## src/rtl/fp_mult_pkg.sv

```systemverilog
// Shared types and constants for the FP32 multiplier arbiter slice.
package fp_mult_pkg;

  typedef enum logic [1:0] {
    RND_NEAREST_EVEN = 2'd0,
    RND_TO_ZERO      = 2'd1,
    RND_UP           = 2'd2,
    RND_DOWN         = 2'd3
  } round_values;

  // Bit positions inside the 6-bit {zero, inf, nan, tiny, huge, inexact} flag word
  localparam int unsigned FLG_ZERO    = 5;
  localparam int unsigned FLG_INF     = 4;
  localparam int unsigned FLG_NAN     = 3;
  localparam int unsigned FLG_TINY    = 2;
  localparam int unsigned FLG_HUGE    = 1;
  localparam int unsigned FLG_INEXACT = 0;
  localparam int unsigned FLG_W       = 6;

  // Tag id is sized for the largest supported requester count (8)
  localparam int unsigned TAG_IDW = 3;

  typedef enum logic [1:0] {
    IDLE   = 2'd0,
    ACTIVE = 2'd1,
    DRAIN  = 2'd2
  } fsm_t;

  typedef struct packed {
    logic               valid;
    logic [TAG_IDW-1:0] id;
  } tag_t;

endpackage

```

## src/rtl/rr_arbiter.sv

```systemverilog
// Combinational round-robin arbiter: one-hot grant to the first requester
// found searching upward (with wrap) from ptr.
module rr_arbiter #(
  parameter int unsigned N   = 4,
  parameter int unsigned IDW = $clog2(N)
) (
  input  logic [N-1:0]   req,
  input  logic [IDW-1:0] ptr,
  output logic [N-1:0]   grant
);

  int unsigned idx;
  logic        found;

  always_comb begin
    grant = '0;
    found = 1'b0;
    idx   = 0;
    for (int unsigned k = 0; k < N; k++) begin
      idx = (32'(ptr) + k) % N;
      if (!found && req[idx[IDW-1:0]]) begin
        grant[idx[IDW-1:0]] = 1'b1;
        found               = 1'b1;
      end
    end
  end

endmodule

```

## src/rtl/fp_mult_arbiter.sv

```systemverilog
// Round-robin issue/return scheduler sharing one pipelined FP32 multiplier
// among N requesters, with owner tracking, hold/drain control and issue count.
module fp_mult_arbiter
  import fp_mult_pkg::*;
#(
  parameter int unsigned N   = 4,
  parameter int unsigned LAT = 3,
  parameter int unsigned IDW = $clog2(N)
) (
  input  logic              clk,
  input  logic              rst,
  input  logic [N-1:0]      req_valid,
  output logic [N-1:0]      req_ready,
  input  logic [32*N-1:0]   req_a,
  input  logic [32*N-1:0]   req_b,
  input  logic              hold,
  output logic              mul_in_valid,
  output logic [31:0]       mul_a,
  output logic [31:0]       mul_b,
  input  logic [31:0]       mul_z,
  input  logic [FLG_W-1:0]  mul_flags,
  output logic [N-1:0]      resp_valid,
  output logic [31:0]       resp_z,
  output logic [FLG_W-1:0]  resp_flags,
  output logic              busy,
  output logic [31:0]       issued_cnt
);

  localparam int unsigned CW = $clog2(LAT + 2);

  fsm_t           state;
  logic [IDW-1:0] rr_ptr;
  logic [N-1:0]   grant;
  logic           grant_en;
  logic           accept;
  logic [IDW-1:0] grant_id;
  logic [31:0]    sel_a;
  logic [31:0]    sel_b;
  logic [CW-1:0]  inflight;
  tag_t           tags [0:LAT];

  rr_arbiter #(.N(N), .IDW(IDW)) u_arb (
    .req   (req_valid),
    .ptr   (rr_ptr),
    .grant (grant)
  );

  // Grant is suppressed during reset so req_ready reads zero while rst is high
  always_comb begin
    grant_en  = !rst && !hold && (state != DRAIN);
    req_ready = grant & {N{grant_en}};
    accept    = |(req_valid & req_ready);
    grant_id  = '0;
    sel_a     = '0;
    sel_b     = '0;
    for (int unsigned i = 0; i < N; i++) begin
      if (grant[i]) begin
        grant_id = IDW'(i);
        sel_a    = req_a[32*i +: 32];
        sel_b    = req_b[32*i +: 32];
      end
    end
  end

  always_comb begin
    inflight = '0;
    for (int unsigned k = 0; k <= LAT; k++) begin
      inflight = inflight + CW'(tags[k].valid);
    end
  end

  assign busy = (inflight != '0) || (|resp_valid);

  // Control FSM together with the issue-side registers it governs
  always_ff @(posedge clk) begin
    if (rst) begin
      state        <= IDLE;
      rr_ptr       <= '0;
      mul_in_valid <= 1'b0;
      mul_a        <= '0;
      mul_b        <= '0;
      issued_cnt   <= '0;
    end else begin
      mul_in_valid <= accept;
      if (accept) begin
        mul_a      <= sel_a;
        mul_b      <= sel_b;
        issued_cnt <= issued_cnt + 32'd1;
        rr_ptr     <= (grant_id == IDW'(N - 1)) ? '0 : grant_id + IDW'(1);
      end
      unique case (state)
        IDLE: begin
          if (accept) state <= ACTIVE;
        end
        ACTIVE: begin
          if (hold && (inflight != '0))           state <= DRAIN;
          else if ((inflight == '0) && !accept)  state <= IDLE;
        end
        DRAIN: begin
          if (inflight == '0) state <= IDLE;
          else if (!hold)     state <= ACTIVE;
        end
        default: state <= IDLE;
      endcase
    end
  end

  // Tag stage LAT lines up with the multiplier output for the same operation
  always_ff @(posedge clk) begin
    if (rst) begin
      for (int unsigned k = 0; k <= LAT; k++) begin
        tags[k] <= '0;
      end
      resp_valid <= '0;
      resp_z     <= '0;
      resp_flags <= '0;
    end else begin
      tags[0].valid <= accept;
      tags[0].id    <= TAG_IDW'(grant_id);
      for (int unsigned k = 1; k <= LAT; k++) begin
        tags[k] <= tags[k-1];
      end
      resp_valid <= '0;
      if (tags[LAT].valid) begin
        for (int unsigned i = 0; i < N; i++) begin
          if (tags[LAT].id == TAG_IDW'(i)) resp_valid[i] <= 1'b1;
        end
        resp_z     <= mul_z;
        resp_flags <= mul_flags;
      end
    end
  end

endmodule

```

## config.mk

```make
export PLATFORM = sky130hd
export DESIGN_NAME = fp_mult_arbiter
export DESIGN_NICKNAME = d
export VERILOG_FILES = /design/src/rtl/fp_mult_pkg.sv /design/src/rtl/rr_arbiter.sv /design/src/rtl/fp_mult_arbiter.sv
export SDC_FILE = /design/constraint.sdc
export NUM_CORES = 1
export LEC_CHECK = 0
export CORE_AREA = 2 2 175 177
export DETAILED_ROUTE_END_ITERATION = 8
export DIE_AREA = 0 0 177 179
export GPL_TIMING_DRIVEN = 0
export PLACE_DENSITY = 0.63
export SLEW_MARGIN = 20
export SYNTH_ARGS = -nofsm -noshare
export SYNTH_HDL_FRONTEND = slang
export SYNTH_HIERARCHICAL = 1
export SYNTH_SLANG_ARGS = --single-unit
```

## constraint.sdc

```tcl
create_clock -name clk -period 6.1 [get_ports clk]
set_input_delay 1.22 -clock clk [delete_from_list [all_inputs] [get_ports clk]]
set_output_delay 1.22 -clock clk [all_outputs]
set_load 0.02 [all_outputs]
```

==> results.md <==
- Status: completed
- CP max stage delay: 0.63 ns
- Syn. warnings: 6
- Die area: about 0.032 mm²
- Port Buffers: around 440
- Crit path max-delay family: buffers and inverters
- Vias: between 8k and 9k
- Area of the mapped netlist: approximately 0.0075 mm²
- Yosys cell types: 52
- CTS Buf Count: 17
- Post-layout min period: between 5 and 6 ns
- Maximum VDD drop: 0.000169 V
- Die width: 177 µm
- Synth top cells by count: nor2_1 (186), dfxtp_1 (154), a211oi_1 (64), a221oi_1 (64), a22oi_1 (64)
- CP Data Arrival Time: roughly 4.6 ns
- Pin count of the biggest net entering global routing: 17
- Endpoint class of the critical path: primary output
- Fraction of registers with async set or reset after synthesis: 0%
- Initial antenna violation count: 5
- Sink Count: approximately 150
- Top_reg_cell synth: dfxtp_1
- Syn-to-layout area delta: 74.4%
- Vias in the first global route: between 8k and 9k
- Drt initial violations: 400
- Most numerous cell in the Yosys netlist: nor2_1
- Critical Path Source Type: input pin
- Post-Syn Instances: around 860
- Ratio of cells with drive above 1 in the final layout: between 5 and 6%
- Clk root buf: clkbuf_16
- Avg Cell Area, Syn: between 8 and 9 µm²
- Critical path class: input pin to primary output
- Top-area cell type share of the netlist area: approximately two fifths
- Hold_ws: 0.434 ns
- Slowest CP cell: clkdlybuf4s50_1
- First-pass DRT Iterations: 4
- Setup violators final: 0
- Worst-Margin Slew: roughly 0.75 ns
- IO Pins: about 450
- Clk buf depth: 2
- Core area: 0.0300 mm²
- Initial Util: 24.9%
- GRT Util Overall: 20.6%
- Dpl cells: about 1.7k
- DR WL/cell: roughly 20 µm
- Tcrit/Tclk final: ~96%
- Headroom to the max-slew limit: between 40% and 50%
- Global-route wire length before repair: 49500 µm
- DP HPWL: about 27000 µm
- DRC Markers: 0
- Buf/Inv on CP: 6
- Antenna-violating nets left: 0
- Final Slew Violations: 0
- Area after DPL: about 0.012 mm²
- H-Tree Depth: 4
- Leakage power total: 4.49 nW
- Die extent in y: roughly 180 µm
- Total global routing overflow: 0
- FMAX: around 170 MHz
- Overall routed net length: between 30000 and 40000 µm
- Cells along the critical path: clkdlybuf4s50_1, mux4_2, buf_6, nor4b_4, nand2_1, o211ai_1, buf_4, clkbuf_2, clkbuf_2, and3_1, clkdlybuf4s50_1
- Rows: 64
- Setup Skew: 0.0158 ns
- Final Hold Violating Endpoints: 0
- Register area share after synthesis: between 40 and 50%
- Area leader, netlist: dfxtp_1
- Clk slew on worst S/H paths: about 0.07 ns
- RSZ-0062 raised after global routing: false
- Crit Path Max Fanout: 10
- GP Congestion: 0.834
- CTS tree: yes
- Vias per cell: between 4 and 5
- Fin nets: between 1.5k and 2k
- Fillers: between 3k and 4k
- Worst-Skew Late Latency: approximately 0.43 ns
- Worst endpoint required time: around 4.9 ns
- Net Count, Synth: 1167
- Final Cell Area: about 0.013 mm²
- Max-capacitance violation count: 0
- PwrDens: between 300 and 400 mW/mm²
- Flops & latches, synth: around 150
- Non-Filler Instances: between 1.5k and 2k
- Number of synthesized flops with an enable pin: 0
- Ranking of synthesized cells by area: dfxtp_1 (41%), nor2_1 (9.3%), a221oi_1 (7.5%)
- HP Class: register to register
==> cell families after synthesis <==
family          after synthesis  synth area share [%]
flops                       154                  41.3
xor+xnor                     15                  1.76
fa+ha+maj                    11                  1.94
compound gates              246                  24.8
simple gates                290                  18.5
mux                          43                  6.53
buf+inv                      96                  5.24
==> power breakdown <==
| part | total [W] | leakage (nW) | switching (W) | internal (W) |
|---|---|---|---|---|
| Clock | 0.00113 | 0.292 | 0.000505 | 0.000620 |
| Combinational | 0.00230 | 2.95 | 0.00134 | 0.000959 |
| Sequential | 0.00124 | 1.25 | 0.0000881 | 0.00115 |
| Total | 0.00466 | 4.49 | 0.00194 | 0.00273 |
==> area by class of cell <==
cell class | count | area (µm²) | area share [%]
Clock inverter | 15 | 180 | 1.38
Antenna cell | 3 | 7.51 | 0.0576
Sequential cell | 154 | 3080 | 23.7
Multi-Input combinational cell | 605 | 4000 | 30.7
Inverter | 17 | 63.8 | 0.490
Buffer | 79 | 337 | 2.58
Clock buffer | 17 | 425 | 3.26
Timing Repair Buffer | 444 | 4440 | 34.1
Tap cell | 396 | 495 | 3.80
==> timing repair <==
| item | 4_1_cts | 5_1_grt |
|---|---|---|
| pin swaps | 0 | 1 |
| hold buffers | 0 | 0 |
| buffers inserted | 0 | 1 |
| gates resized for setup | 4 | 4 |
| setup endpoints to repair | 2 | 2 |
| endpoints found under the hold margin | 0 | 0 |
| cloned | 0 | 0 |
==> cell usage in the layout (no fill, tap or decap), types with 4 or more instances in the layout <==
master / instances
inv_6: 5
clkbuf_1: 51
dfxtp_1: 154
clkbuf_2: 4
a221oi_1: 64
nand3_1: 8
nor2b_1: 11
a22oi_1: 64
nor3_1: 5
nor2_1: 186
o211ai_1: 4
nand2_1: 24
xnor2_1: 9
or4_1: 5
nand4_1: 9
xor2_1: 6
o21ai_0: 12
o31ai_1: 6
a211oi_1: 64
mux2i_1: 39
or3_1: 12
inv_1: 16
a21oi_1: 24
clkdlybuf4s50_1: 443
a21o_2: 4
ha_1: 10
clkbuf_16: 17
and3_1: 4
buf_2: 13
buf_1: 7
==> metal layers <==
layer  global-route usage [%]  up-vias  routed length [µm]
li1                         -     4116                   -
met1                     23.0     4004               13500
met2                     37.8      323               17200
met3                     5.15       43                2430
met4                     7.51        0                 939
met5                        0        -                   0
==> final timing paths <==
kind	start	endpoint	slack (ns)	cells past startpoint
worst max-delay path	req_valid[3]	req_ready[2]	0.24	11
worst min-delay path	tags[2][1]$_SDFF_PP0_	tags[3][1]$_SDFF_PP0_	0.43	1
worst max register to register	rr_ptr[0]$_SDFFE_PP0P_	mul_a[27]$_SDFFE_PP0P_	1.77	13
worst min register to register	tags[2][1]$_SDFF_PP0_	tags[3][1]$_SDFF_PP0_	0.43	1
==> flip-flops by register name (all words and copies together), names as in the netlist <==
| register | count |
|---|---|
| state | 2 |
| resp_z | 32 |
| resp_valid | 4 |
| rr_ptr | 2 |
| mul_a | 32 |
| resp_flags | 6 |
| issued_cnt | 32 |
| tags | 11 |
| mul_b | 32 |
| mul_in_valid | 1 |
==> metrics by stage <==
stage | power, W | TNS, ns | worst slack (ns) | utilization [%]
6_report | 0.00466 | 0 | 0.236 | 43.4
5_1_grt | 0.00495 | 0 | 0.113 | 43.4
4_1_cts | 0.00470 | 0 | 0.0284 | 43.3
3_5_place_dp | 0.00357 | -0.924 | -0.468 | 41.3
3_3_place_gp | 0.00355 | -0.848 | -0.446 | 41.3
2_1_floorplan | 0.00255 | 0 | 1.55 | -
==> worst register-to-register path, cell delays in order (launching register included) <==
cell and delay, ns:
dfxtp_1 0.55, inv_1 0.15, ha_1 0.35, mux4_2 0.39, nor4b_4 0.37, nand2_1 0.09
o211ai_1 0.29, nor2b_1 0.20, clkbuf_1 0.51, clkbuf_1 0.60, a22oi_1 0.23, nor2_1 0.19
a221oi_1 0.07, a211oi_1 0.25
Power figures use the tool's default switching activity.
==> RTL edit 1, RTL diff (same flow settings) <==
`N` is set to 4 in 2 places; all go to 2.
--- a/src/rtl/rr_arbiter.sv
+++ b/src/rtl/rr_arbiter.sv
@@ -1,7 +1,7 @@
 // Combinational round-robin arbiter: one-hot grant to the first requester
 // found searching upward (with wrap) from ptr.
 module rr_arbiter #(
-  parameter int unsigned N   = 4,
+  parameter int unsigned N   = 2,
   parameter int unsigned IDW = $clog2(N)
 ) (
   input  logic [N-1:0]   req,
--- a/src/rtl/fp_mult_arbiter.sv
+++ b/src/rtl/fp_mult_arbiter.sv
@@ -3,7 +3,7 @@
 module fp_mult_arbiter
   import fp_mult_pkg::*;
 #(
-  parameter int unsigned N   = 4,
+  parameter int unsigned N   = 2,
   parameter int unsigned LAT = 3,
   parameter int unsigned IDW = $clog2(N)
 ) (
Interface: changed (5 resized); port bits go from 445 to 311. The function was not compared with the original's and may differ.
==> RTL edit 1 against the unedited design <==
- hold slack got worse by 0.030 ns
- wire length fell by 34%
- sequential cell count fell by 7
- setup slack improved by 0.51 ns
- area after synthesis fell by 21%
- largest cell class unchanged
- non-clock buffer count fell by 161
- design area fell by 23%
Power is not compared: it rests on default switching activity, and its combinational part moved more than twofold at a synthesized area within 25%.
==> RTL edit 1: results (changes against the unedited design) <==
[critical_path]
reg2regPathDepth = 12  ; was 13
crit_start = req_valid[1]  ; was req_valid[3]
reg2reg_slack_ns = 3.31  ; was 1.77 ns
r2r_start = tags[3][3]  ; was rr_ptr[0]

[drt]
wl_met3_um = 1830  ; was 2430 um
vias_per_cell = 4.33  ; was 4.91
drt-met1-wl_um = 9330  ; was 13,500 um
drt-total-wl_um = 22500  ; was 34,000 um

[worst_hold_path]
worstHoldStart = tags[3][0]  ; was tags[2][1]

[grt]
grt_pass1_vias = 5812  ; was 8,456
grt_antenna_before_repair = 2  ; was 5

[clock_network]
cts_resized = 0  ; was 4
clk-insertion-delay-late_ns = 0.41  ; was 0.43 ns

[finish]
final_nets = 1145  ; was 1,630
drive_above_1_share = 0.0468  ; was 0.0556
fillers = 3131  ; was 3,020

[logic_synthesis]
avgSynthCellArea_um2 = 9.17  ; was 8.74 um2
yosysSeqAreaShare = 0.501  ; was 0.413
yosys-top-cells-area = dfxtp_1 (50%), a221oi_1 (9.4%), nor2_1 (9.3%)  ; was dfxtp_1 (41%), nor2_1 (9.3%), a221oi_1 (7.5%)
syn-num-nets = 816  ; was 1,167

[placed_design]
dp_cells = 1347  ; was 1,694
place_area_mm2 = 0.00948  ; was 0.0124 mm2
pre_cts_slack_ns = 0.635  ; was -0.468 ns
portBuffers = 310  ; was 443
hpwl_um = 17300  ; was 27,100 um
routabilityCongestion = 0.821  ; was 0.834

[status]
status = finished, final reports clean  ; unchanged

[sta]
worst_slack_ns = 0.749  ; was 0.236 ns
skew_ns = 0.00939  ; was 0.0158 ns

[RTL edit 1: cell types whose count changed after synthesis, moves of 8 or more]
cell | before | now
or3_1 | 12 | 4
nor3_1 | 5 | 68
inv_1 | 16 | 7
nor2_1 | 186 | 145
a211oi_1 | 64 | 1
o21ai_0 | 12 | 2
nand2_1 | 24 | 10
xor2_1 | 6 | 21
clkbuf_1 | 56 | 42
a22oi_1 | 64 | 0
a21oi_1 | 24 | 7
buf_2 | 13 | 3
[RTL edit 1: worst paths after layout]
kind,end
worst max-delay path,req_ready[1]
worst min-delay path,resp_valid[0]
worst min register to register,resp_valid[0]
worst max register to register,state[0]
[RTL edit 1: power by group]
group          leakage (nW)  total, mW  switching (mW)  internal (mW)
clock network         0.277       1.03           0.452          0.581
logic                  1.95      0.313           0.143          0.170
registers              1.19      0.998          0.0142          0.984
[RTL edit 1: logic make-up after synthesis]
logic type / Yosys count / synth area share
buf+inv: 60 / 0.0419
compound gates: 79 / 0.111
xor+xnor: 30 / 0.0447
fa+ha+maj: 4 / 0.00979
mux: 38 / 0.0647
simple gates: 283 / 0.227
flops: 147 / 0.501
[RTL edit 1: cell type report]
class | count | area, um2 | share of cell area
clock inverters | 12 | 120 | 0.0120
multi-input cells | 434 | 2690 | 0.267
well taps | 396 | 495 | 0.0493
clock buffers | 20 | 447 | 0.0445
repair buffers | 310 | 3100 | 0.309
plain buffers | 52 | 216 | 0.0215
diodes | 2 | 5.00 | 0.000498
inverters | 8 | 30.0 | 0.00299
flip-flops and latches | 147 | 2940 | 0.293
[RTL edit 1: routing by layer]
| layer | global-route usage | up-vias |
|---|---|---|
| met3 | 0.0469 | 27 |
| li1 | - | 2954 |
| met2 | 0.232 | 259 |
| met1 | 0.162 | 2736 |
| met5 | 0 | - |
| met4 | 0.0596 | 0 |
==> RTL edit 2, RTL diff (same flow settings) <==
Without the edit above. Re-encode `fsm_t` (3 states) as one-hot, 3 bits wide.
--- a/src/rtl/fp_mult_pkg.sv
+++ b/src/rtl/fp_mult_pkg.sv
@@ -20,10 +20,10 @@
   // Tag id is sized for the largest supported requester count (8)
   localparam int unsigned TAG_IDW = 3;
 
-  typedef enum logic [1:0] {
-    IDLE   = 2'd0,
-    ACTIVE = 2'd1,
-    DRAIN  = 2'd2
+  typedef enum logic [2:0] {
+    IDLE   = 3'b001,
+    ACTIVE = 3'b010,
+    DRAIN  = 3'b100
   } fsm_t;
 
   typedef struct packed {
Check against the original RTL: same outputs for any inputs over 4 cycles, from zero or initial values and one cycle with rst high; so few cycles prove little.
==> RTL edit 2 against the unedited design <==
- sequential cell count grew 1
- wire length grew 4.3%
- area after synthesis grew 0.13%
- setup slack gained 0.0074 ns
- non-clock buffer count shrank 2
- total power shrank 13%
- design area grew 0.15%
- critical path type unchanged
==> RTL edit 2: results (changes against the unedited design) <==
[grt]
grt_use_total = 0.214  ; was 0.206
grt_antenna_before_repair = 7  ; was 5
grt_pass1_vias = 8559  ; was 8,456

[placed_design]
hpwl_um = 28300  ; was 27,100 um
pre_cts_slack_ns = -0.465  ; was -0.468 ns
place_area_mm2 = 0.0124  ; about the same
dp_cells = 1706  ; was 1,694

[logic_synthesis]
synth_compound_area_frac = 0.272  ; was 0.248
synthCells = 867  ; was 855
synthMuxAreaShare = 0.0639  ; was 0.0653
synth_cell_types = 51  ; was 52
yosysSeqAreaShare = 0.415  ; was 0.413
syn-num-nets = 1178  ; was 1,167
synth_common_cells = dfxtp_1 (155), nor2_1 (137), a21oi_1 (85)  ; was nor2_1 (186), dfxtp_1 (154), a211oi_1 (64), a221oi_1 (64), a22oi_1 (64)
synthAdderAreaFrac = 0.0177  ; was 0.0194
yosys-top-cells-area = dfxtp_1 (41%), a221oi_1 (7.6%), nor2_1 (6.9%)  ; was dfxtp_1 (41%), nor2_1 (9.3%), a221oi_1 (7.5%)

[sta]
skew_ns = 0.0152  ; was 0.0158 ns

[drt]
drtPass1Iterations = 5  ; was 4
vias_per_cell = 4.97  ; was 4.91
drt-initial-drc-count = 563  ; was 400

[finish]
fillers = 2972  ; was 3,020
final_nets = 1638  ; was 1,630

[status]
status = finished, final reports clean  ; unchanged

[pwr]
max-vdd-ir-drop_mv = 0.145  ; was 0.169 mV
power_leakage_nw = 4.60  ; was 4.49 nW

==> RTL edit 2: cell count changes after synthesis, moves of 3 or more <==
| cell | unedited run | this run |
|---|---|---|
| a211oi_1 | 64 | 0 |
| a21oi_1 | 24 | 85 |
| buf_1 | 7 | 13 |
| clkbuf_1 | 56 | 53 |
| nand2_1 | 24 | 17 |
| nand3_1 | 8 | 14 |
| nand4_1 | 9 | 14 |
| nor2_1 | 186 | 137 |
| nor2b_1 | 11 | 8 |
| o21ai_0 | 12 | 74 |
| or2_2 | 3 | 0 |
| or3_1 | 12 | 9 |
| xnor2_1 | 9 | 5 |
| xor2_1 | 6 | 10 |
==> RTL edit 2: cells by family (layout without fill, tap and decap cells) <==
kind of cell,count (synthesis),after routing
other,0,5
AO/OA/AOI/OAI,309,309
XOR/XNOR,15,15
buffers and inverters,96,569
flip-flops,155,155
AND/OR/NAND/NOR,240,240
adder cells (fa/ha/maj),10,10
multiplexers,42,42
==> RTL edit 2: worst reg2reg max path, delay by kind of cell (launching register included) <==
kind	cells	cell delay, ns
buffers and inverters	3	1.22
flip-flops	1	0.57
AO/OA/AOI/OAI	4	0.70
adder cells (fa/ha/maj)	1	0.36
multiplexers	1	0.39
AND/OR/NAND/NOR	4	0.96
==> RTL edit 2: worst paths after layout <==
check / slack (ns) / endpoint / from
worst max register to register: 1.84 / mul_a[26] / rr_ptr[0]
worst min-delay path: 0.44 / tags[1][0] / tags[0][0]
worst max-delay path: 0.24 / req_ready[3] / req_valid[3]
worst min register to register: 0.44 / tags[1][0] / tags[0][0]
==> RTL edit 2: repair_timing <==
item | CTS | global route
gates resized for setup | 2 | 0
endpoints found under the setup margin | 2 | 0
hold buffers | 0 | 0
==> RTL edit 2: final cells by class <==
| type | count | area, um2 | share of cell area |
|---|---|---|---|
| clock buffers | 18 | 429 | 0.0329 |
| flip-flops and latches | 155 | 3100 | 0.238 |
| plain buffers | 78 | 325 | 0.0249 |
| well taps | 396 | 495 | 0.0380 |
| multi-input cells | 616 | 3990 | 0.306 |
| diodes | 5 | 12.5 | 0.000959 |
| inverters | 16 | 62.6 | 0.00479 |
| clock inverters | 14 | 203 | 0.0155 |
| repair buffers | 443 | 4430 | 0.340 |
==> RTL edit 2: routing by layer <==
layer  global-route usage  vias to the layer above  routed length, um  part of all wire
li1                     -                     4156                  -                 -
met1                0.268                     4089              14700              0.42
met2                0.359                      370              17200              0.49
met3               0.0579                       43               2780             0.078
met4               0.0640                        0                704             0.020
met5                    0                        -                  0                 0
==> RTL edit 2: power by group through the flow <==
stage	logic (mW)	registers (mW)	clock network, mW
floorplan	0.873	1.26	0
global placement	1.73	1.18	0
detailed placement	1.73	1.18	0
CTS	1.73	1.16	1.18
global route	1.87	1.17	1.23
finish	1.73	1.16	1.16
